[config.mk]
export PLATFORM = sky130hd
export DESIGN_NAME = fe_fifo_reader_flat
export DESIGN_NICKNAME = d
export VERILOG_FILES = /design/src/rtl/fe_fifo_reader_if.sv /design/src/rtl/fe_fifo_reader.sv /design/src/flat_wrapper.sv
export SDC_FILE = /design/constraint.sdc
export NUM_CORES = 1
export LEC_CHECK = 0
export CORE_MARGIN = 2
export CORE_UTILIZATION = 49
export DETAILED_ROUTE_END_ITERATION = 7
export GPL_ROUTABILITY_DRIVEN = 1
export HOLD_SLACK_MARGIN = 0.08
export PLACE_DENSITY = 0.8
export SLEW_MARGIN = 15
export SYNTH_ARGS = -nofsm -noshare
export SYNTH_HDL_FRONTEND = slang
export SYNTH_SLANG_ARGS = --single-unit
export TNS_END_PERCENT = 50
[constraint.sdc]
create_clock -name cwusb_clk -period 2.1 [get_ports cwusb_clk]
set_input_delay 0.21 -clock cwusb_clk [delete_from_list [all_inputs] [get_ports cwusb_clk]]
set_output_delay 0.21 -clock cwusb_clk [all_outputs]
set_load 0.005 [all_outputs]
[src/rtl/fe_fifo_reader_if.sv]
// Interface bundle for fe_fifo_reader: FWFT FIFO read port, readout control and byte stream.
// The design attaches to the slave modport; the master modport is the environment side.
interface fe_fifo_reader_if #(
  parameter int pTIMESTAMP_FULL_WIDTH = 16,
  parameter int pCOUNT_WIDTH          = 24
);
  logic                             I_fifo_empty;
  logic [1:0]                       I_fifo_command;
  logic [pTIMESTAMP_FULL_WIDTH-1:0] I_fifo_time;
  logic [7:0]                       I_fifo_data;
  logic                             O_fifo_rd;
  logic                             I_enable;
  logic                             I_flush;
  logic [7:0]                       O_data;
  logic                             O_data_valid;
  logic                             I_data_ready;
  logic [pCOUNT_WIDTH-1:0]          O_bytes_read;
  logic                             O_busy;

  modport master (
    output I_fifo_empty, I_fifo_command, I_fifo_time, I_fifo_data,
    output I_enable, I_flush, I_data_ready,
    input  O_fifo_rd, O_data, O_data_valid, O_bytes_read, O_busy
  );

  modport slave (
    input  I_fifo_empty, I_fifo_command, I_fifo_time, I_fifo_data,
    input  I_enable, I_flush, I_data_ready,
    output O_fifo_rd, O_data, O_data_valid, O_bytes_read, O_busy
  );
endinterface

[src/rtl/fe_fifo_reader.sv]
// Front-end capture FIFO reader: pops {cmd, time, data} entries from an FWFT FIFO
// and serializes each into a header byte plus 1 or 2 payload bytes on a valid/ready stream.
//
// state | meaning
// IDLE  | no entry held; pops the head entry when enabled
// HDR   | presenting the header byte of the held entry
// B1    | presenting data byte (DATA/STAT) or time[15:8] (TIME)
// B2    | presenting time[7:0] (TIME only)
module fe_fifo_reader #(
  parameter int pTIMESTAMP_FULL_WIDTH  = 16,
  parameter int pTIMESTAMP_SHORT_WIDTH = 3,
  parameter int pCOUNT_WIDTH           = 24
) (
  input  logic            cwusb_clk,
  input  logic            reset_i,
  fe_fifo_reader_if.slave bus
);

  localparam logic [1:0] CMD_DATA = 2'd0;
  localparam logic [1:0] CMD_STAT = 2'd1;
  localparam logic [1:0] CMD_TIME = 2'd2;

  typedef enum logic [1:0] {
    S_IDLE = 2'd0,
    S_HDR  = 2'd1,
    S_B1   = 2'd2,
    S_B2   = 2'd3
  } state_t;

  state_t                           state_q, state_d;
  logic [1:0]                       cmd_q, cmd_d;
  logic [pTIMESTAMP_FULL_WIDTH-1:0] time_q, time_d;
  logic [7:0]                       data_q, data_d;
  logic [pCOUNT_WIDTH-1:0]          count_q, count_d;

  logic       fifo_rd;
  logic       valid;
  logic       accept;
  logic [7:0] hdr_byte;
  logic [7:0] byte_out;

  // Only DATA/STAT headers carry the short timestamp; TIME and unknown carry the command alone.
  always_comb begin
    hdr_byte = {cmd_q, 6'b0};
    if (cmd_q == CMD_DATA || cmd_q == CMD_STAT) begin
      hdr_byte = {cmd_q, 6'b0} | 8'(time_q[pTIMESTAMP_SHORT_WIDTH-1:0]);
    end
  end

  always_comb begin
    state_d  = state_q;
    cmd_d    = cmd_q;
    time_d   = time_q;
    data_d   = data_q;
    count_d  = count_q;
    fifo_rd  = 1'b0;
    byte_out = 8'h00;
    valid    = (state_q != S_IDLE);
    accept   = valid && bus.I_data_ready;

    unique case (state_q)
      S_IDLE: begin
        if (bus.I_enable && !bus.I_fifo_empty && !bus.I_flush) begin
          fifo_rd = 1'b1;
          cmd_d   = bus.I_fifo_command;
          time_d  = bus.I_fifo_time;
          data_d  = bus.I_fifo_data;
          state_d = S_HDR;
        end
      end
      S_HDR: begin
        byte_out = hdr_byte;
        if (accept) begin
          state_d = (cmd_q == 2'd3) ? S_IDLE : S_B1;
        end
      end
      S_B1: begin
        byte_out = (cmd_q == CMD_TIME) ? time_q[pTIMESTAMP_FULL_WIDTH-1 -: 8] : data_q;
        if (accept) begin
          state_d = (cmd_q == CMD_TIME) ? S_B2 : S_IDLE;
        end
      end
      S_B2: begin
        byte_out = time_q[7:0];
        if (accept) begin
          state_d = S_IDLE;
        end
      end
      default: state_d = S_IDLE;
    endcase

    if (accept && count_q != {pCOUNT_WIDTH{1'b1}}) begin
      count_d = count_q + 1'b1;
    end

    // Flush overrides every other update, including an accept in the same cycle.
    if (bus.I_flush) begin
      state_d = S_IDLE;
      count_d = '0;
    end
  end

  always_ff @(posedge cwusb_clk) begin
    if (reset_i) begin
      state_q <= S_IDLE;
      cmd_q   <= '0;
      time_q  <= '0;
      data_q  <= '0;
      count_q <= '0;
    end else begin
      state_q <= state_d;
      cmd_q   <= cmd_d;
      time_q  <= time_d;
      data_q  <= data_d;
      count_q <= count_d;
    end
  end

  assign bus.O_fifo_rd    = fifo_rd;
  assign bus.O_data       = byte_out;
  assign bus.O_data_valid = valid;
  assign bus.O_bytes_read = count_q;
  assign bus.O_busy       = (state_q != S_IDLE);

endmodule

[src/flat_wrapper.sv]
// flat-port wrapper written by rule: the top's interface ports become plain ports
module fe_fifo_reader_flat 
#(
  parameter int pTIMESTAMP_FULL_WIDTH  = 16,
  parameter int pTIMESTAMP_SHORT_WIDTH = 3,
  parameter int pCOUNT_WIDTH           = 24
)
  (cwusb_clk, reset_i, bus_I_fifo_empty, bus_I_fifo_command, bus_I_fifo_time, bus_I_fifo_data, bus_I_enable, bus_I_flush, bus_I_data_ready, bus_O_fifo_rd, bus_O_data, bus_O_data_valid, bus_O_bytes_read, bus_O_busy);
  fe_fifo_reader_if #(.pTIMESTAMP_FULL_WIDTH(pTIMESTAMP_FULL_WIDTH), .pCOUNT_WIDTH(pCOUNT_WIDTH)) bus_i ();
  input  logic cwusb_clk;
  input  logic reset_i;
  input wire logic [$bits(bus_i.I_fifo_empty)-1:0] bus_I_fifo_empty;
  input wire logic [$bits(bus_i.I_fifo_command)-1:0] bus_I_fifo_command;
  input wire logic [$bits(bus_i.I_fifo_time)-1:0] bus_I_fifo_time;
  input wire logic [$bits(bus_i.I_fifo_data)-1:0] bus_I_fifo_data;
  input wire logic [$bits(bus_i.I_enable)-1:0] bus_I_enable;
  input wire logic [$bits(bus_i.I_flush)-1:0] bus_I_flush;
  input wire logic [$bits(bus_i.I_data_ready)-1:0] bus_I_data_ready;
  output wire logic [$bits(bus_i.O_fifo_rd)-1:0] bus_O_fifo_rd;
  output wire logic [$bits(bus_i.O_data)-1:0] bus_O_data;
  output wire logic [$bits(bus_i.O_data_valid)-1:0] bus_O_data_valid;
  output wire logic [$bits(bus_i.O_bytes_read)-1:0] bus_O_bytes_read;
  output wire logic [$bits(bus_i.O_busy)-1:0] bus_O_busy;
  assign bus_i.I_fifo_empty = bus_I_fifo_empty;
  assign bus_i.I_fifo_command = bus_I_fifo_command;
  assign bus_i.I_fifo_time = bus_I_fifo_time;
  assign bus_i.I_fifo_data = bus_I_fifo_data;
  assign bus_i.I_enable = bus_I_enable;
  assign bus_i.I_flush = bus_I_flush;
  assign bus_i.I_data_ready = bus_I_data_ready;
  assign bus_O_fifo_rd = bus_i.O_fifo_rd;
  assign bus_O_data = bus_i.O_data;
  assign bus_O_data_valid = bus_i.O_data_valid;
  assign bus_O_bytes_read = bus_i.O_bytes_read;
  assign bus_O_busy = bus_i.O_busy;
  fe_fifo_reader #(.pTIMESTAMP_FULL_WIDTH(pTIMESTAMP_FULL_WIDTH), .pTIMESTAMP_SHORT_WIDTH(pTIMESTAMP_SHORT_WIDTH), .pCOUNT_WIDTH(pCOUNT_WIDTH)) u_core (.cwusb_clk(cwusb_clk), .reset_i(reset_i), .bus(bus_i));
endmodule
* After elaboration in Yosys (flattened, before gate mapping) *
Cells that the tools add are included.

word-level totals
  output and inout port bits = 35
  bits of input ports = 32
  bits in registers = 52
  word-level logic and storage cells = 43

cells by class
  add/subtract/negate cells = 1
  eq/ne operators = 11
  multiplexer cells = 12
  reductions and logical operators = 13
  bitwise gates (word level) = 1

operator list
  cell                                                   count
  adder 24 x 1 -> 24 bit, second input constant          1
  inequality test 24 bit, second input constant          1
  case mux 8 bit (3 select lines)                        1
  2-to-1 mux 8 bit                                       2
  2-to-1 mux 2 bit                                       6
  equality test 2 bit, second input constant             4
  inequality test 2 x 1 -> 1 bit, second input constant  4
  bitwise OR 8 x 3 -> 8 bit                              1
  case mux 2 bit (4 select lines)                        1
  equality test 2 x 1 -> 1 bit, second input constant    2
  logical AND 1 bit                                      4
  logical NOT 2 bit                                      2
  AND reduction 4 bit                                    1
  logical NOT 1 bit                                      2
  2-to-1 mux 1 bit                                       2
  AND reduction 2 bit                                    1
  nonzero test 2 bit                                     1
  OR reduction 2 bit                                     1
  logical OR 1 bit                                       1

* Depth between registers and ports, before layout *
  word-level depth = 5
  mapped depth = 8
  mapped depth without buffers = 5

* Least setup slack after synthesis *
Ideal clock, no wire load.

  path kind = reg2reg
  start = register u_core.count_q[0], in the netlist u_core.bus.O_bytes_read[0]
  end = register u_core.count_q[21], in the netlist u_core.bus.O_bytes_read[21]
  buffers on the path = 2
  setup time = 0.072 ns
  clock period less this slack = 1.782 ns
  setup slack = 0.318 ns
  cell stages (with the launch flop) = 8
  required time = 2.028 ns
  arrival time = 1.710 ns
  cell sequence = dfxtp_1 > ha_1 > and3_1 > buf_6 > and4_4 > buf_6 > a2111oi_4 > mux2i_1

on the way
  word-level cells in the longest chain between the ends = 2
  elaborated cells on any way between the ends = 3
  those cells by class = add/sub (1); eq/ne (1); reduce/logical (1)

ends and longest elaborated chain
  element                                                                         RTL line               text
  from (decl)                                                                     fe_fifo_reader.sv:34   logic [pCOUNT_WIDTH-1:0] count_q, count_d;
  from (signal assigned)                                                          fe_fifo_reader.sv:115  count_q <= count_d;
  parallel branches: the longest is 2 deep, another holds adder 24 x 1 -> 24 bit  --

Parallel ways; which one is timed is not known.
A chain may end at the register's enable or synchronous reset.

* Worst setup path after layout *
  start = register u_core.cmd_q[0]
  end = output bus_O_data[0]

on the way
  word-level cells in the longest chain between the ends = 4
  elaborated cells on any way between the ends = 7
  those cells by class = eq/ne (2); mux (3); reduce/logical (2)

ends and longest elaborated chain
  element                                                            RTL line               text
  from (decl)                                                        fe_fifo_reader.sv:31   logic [1:0] cmd_q, cmd_d;
  from (signal assigned)                                             fe_fifo_reader.sv:112  cmd_q <= cmd_d;
  equality test 2 x 1 -> 1 bit or logical NOT 2 bit (tied branches)  fe_fifo_reader.sv:45   if (cmd_q == CMD_DATA || cmd_q == CMD_STAT) begin
  logical OR 1 bit                                                   fe_fifo_reader.sv:45
  2-to-1 mux 8 bit                                                   fe_fifo_reader.sv:45
  case mux 8 bit (3 select lines) *                                  fe_fifo_reader.sv:61   unique case (state_q)
  to (decl)                                                          flat_wrapper.sv:20     output wire logic [$bits(bus_i.O_data)-1:0] bus_O_data;

Mark *: on every way between the ends. The rest lies on a longest branch, timed or not.

==> impl_metrics.yaml <==
yosys:
  sequential_cell_area_fraction_in_the_yosys_report: 0.385
  synthesis.yosys.warnings: 0
  synthArstFlopShare: 0
  synthDominantAreaCellType: "dfxtp_1"
  synth.most_common_cell: "nand2_1"
  synthDistinctLibCells: 41
  yosys.area.top_type_share: 0.385
  netlist_instances: 332
  ys_top_cells_by_count: "nand2_1 (85), dfxtp_1 (52), a21oi_1 (45)"
  syn-num-nets: 365
  ys_ff_latch: 52
  synth_enable_flop_cells: 0
  synthesis.area_um2: 2700
  synthesized_area_per_cell_um2: 8.14
  synth_top_cells_by_area: "dfxtp_1 (39%), nand2_1 (12%), a21oi_1 (8.3%)"
  ys_dominant_reg_cell: "dfxtp_1"
clocking:
  path_clk_slew_ns: 0.09
  ctsLongestPathBuffers: 2
  clkSinkCount: 52
  cts_hold_bufs: 0
  tritoncts: "done"
  clock_insertion_delay_worst_skew_ns: 0.31
  numCtsBuffers: 5
  clock-root-buffer: "clkbuf_8"
  htreeDepth: 2
detailed_routing:
  remaining_drc_errors: 0
  wl_um: 6380
  drt-pass1-iter-count: 4
  routed_via_density: 5.58
  dr.first_iter.drc_count: 164
  wl_per_cell_um: 13.8
  dr_total_vias: 2587
  antenna_violating_nets_post_route: 0
grt:
  grt_pass1_wl_um: 10600
  grt_antenna_before_repair: 0
  grt_start_max_net_pins: 33
  global_route.usage.total: 0.213
  globalRouteOverflowTotal: 0
  first_global_vias: 2411
min_path:
  min-delay-start: "bus_I_fifo_time[4]"
  hold_end: "u_core.time_q[4]"
  hold_class: "input port to register"
  worst_hold_stages: 3
worst_setup_path:
  worst_path_largest_cell_delay_ns: 0.54
  critical_path.endpoint_type: "output port"
  timing.critical_path.max_delay_family: "buffers and inverters"
  worstPathArrival_ns: 1.82
  slowest_stage: "clkdlybuf4s50_1"
  critical_path.reg2reg.startpoint: "u_core.bus.O_bytes_read[0]"
  worstPathRequired_ns: 1.89
  start_kind: "register"
  worstSetupStartpoint: "u_core.cmd_q[0]"
  r2r-end: "u_core.bus.O_bytes_read[10]"
  path_cells: "nand2b_4, buf_4, mux2i_1, o22ai_1, clkdlybuf4s50_1"
  worst-path-max-fanout: 7
  timing.setup.critical_path_class: "register to output port"
  timing.critical_path.buf_inv: 2
  worstSetupPathDepth: 5
  reg2reg_setup_slack_ns: 0.13
  r2r_cells: 5
timing:
  totalNegativeSetupSlack_ns: 0
  report.final.slew_viol_count: 0
  worst_slew_margin_rel: 0.305
  grt_setup_unrepaired: "false"
  timing.final.setup_violations: 0
  skew_ns: 0.00297
  slew_of_the_pin_with_the_lowest_slew_margin_ns: 1.04
  period_share: 0.966
  hold_violation_count_in_the_final_report: 0
  setup_ws_ns: 0.0713
  period_needed_ns: 2.03
  hold_ws_ns: 0.439
  clock.fmax_mhz: 493
floorplanning:
  floorplan.io_pins: 67
  die-width_um: 78.3
  die_ht_um: 78.3
  floorplan.initialDensity: 0.500
  placement_rows: 27
  core-area_um2: 5410
  die_area_um2: 6130
cells_and_area:
  areaGrowthSynthToFinish_pct: 29.3
  final_net_count: 424
  insertedDiodeCount: 0
  post_route_cells_drive_above_1_share: 0.0944
  final_instance_count_excl_fillers: 464
pwr:
  power_density_nw_per_um2: 532
  p_leak_nw: 1.16
  vdd_drop_max_mv: 0.288
placement:
  portBuffers: 66
  detailed_place_hpwl_um: 4540
  preCtsSetupSlack_ns: 0.102
  placed_cells: 455
  place.gp.congestion: 0.803
flow_run:
  timing.max_cap.violations: 0
status:
  run_status: "completed"
==> cells in the final DEF (no fill, tap or decap), drive strengths merged, types with 6 or more instances in the layout <==
master / instances
clkdlybuf4s50: 66
a21oi: 46
nand2: 85
mux2i: 16
a2111o: 6
o31ai: 7
inv: 7
o21ai: 17
buf: 8
nand4: 11
or4: 6
dfxtp: 52
or3: 10
nand3: 8
==> logic make-up after synthesis <==
family          Yosys count  synth area share
fa+ha+maj                 1           0.00463
mux                      17            0.0634
compound gates           87             0.212
buf+inv                  30            0.0643
flops                    52             0.385
simple gates            145             0.271
==> worst max path at each step <==
stage	endpoint	slack [ns]
finish	bus_O_data[0]	0.07
global route	bus_O_data[3]	0.0002
CTS	bus_O_data[3]	0.03
detailed placement	u_core.bus.O_bytes_read[20]	0.10
global placement	u_core.bus.O_bytes_read[10]	0.17
floorplan	u_core.bus.O_bytes_read[21]	0.32
==> routing by layer <==
| metal | up-vias | wire length (um) | GRT usage |
|---|---|---|---|
| met1 | 1191 | 2800 | 0.253 |
| met4 | 0 | 59 | 0.0719 |
| met3 | 8 | 321 | 0.0460 |
| met5 | - | 0 | 0 |
| met2 | 81 | 3200 | 0.379 |
| li1 | 1307 | - | - |
==> state kept, by name (all words and copies together), names as in the netlist <==
signal                   flops
u_core.bus.O_bytes_read     24
u_core.cmd_q                 2
u_core.data_q                8
u_core.state_q               2
u_core.time_q               16
==> power by group <==
part	total [mW]	internal, mW	switching, mW
registers	1.01	1.00	0.0106
clock network	0.695	0.353	0.342
logic	0.149	0.0826	0.0668
==> worst register-to-register path: cells and delay by family, from the launching register on <==
kind | cells | cell delay [ns]
simple gates | 3 | 1.08
fa+ha+maj | 1 | 0.23
compound gates | 1 | 0.15
flops | 1 | 0.44
==> through the flow <==
step | utilization | total power, mW | cell area [um^2]
floorplan | - | 1.10 | 2700
global placement | 0.622 | 1.18 | 3360
detailed placement | 0.622 | 1.18 | 3360
CTS | 0.644 | 1.87 | 3480
global route | 0.646 | 1.92 | 3490
finish | 0.646 | 1.86 | 3490
==> final cells by class <==
| type | count | area, um^2 |
|---|---|---|
| fillers | 479 | 1910 |
| multi-input cells | 250 | 1500 |
| flip-flops and latches | 52 | 1050 |
| repair buffers | 74 | 721 |
| well taps | 72 | 90.1 |
| clock buffers | 5 | 68.8 |
| clock inverters | 3 | 42.5 |
| inverters | 8 | 30.0 |
==> timing repair <==
item                                    CTS  global route
endpoints found under the setup margin    8             4
setup buffers                             0             1
gates cloned                              0             0
pin swaps                                 0             0
gates resized for setup                   3             3
Power figures use the tool's default switching activity.
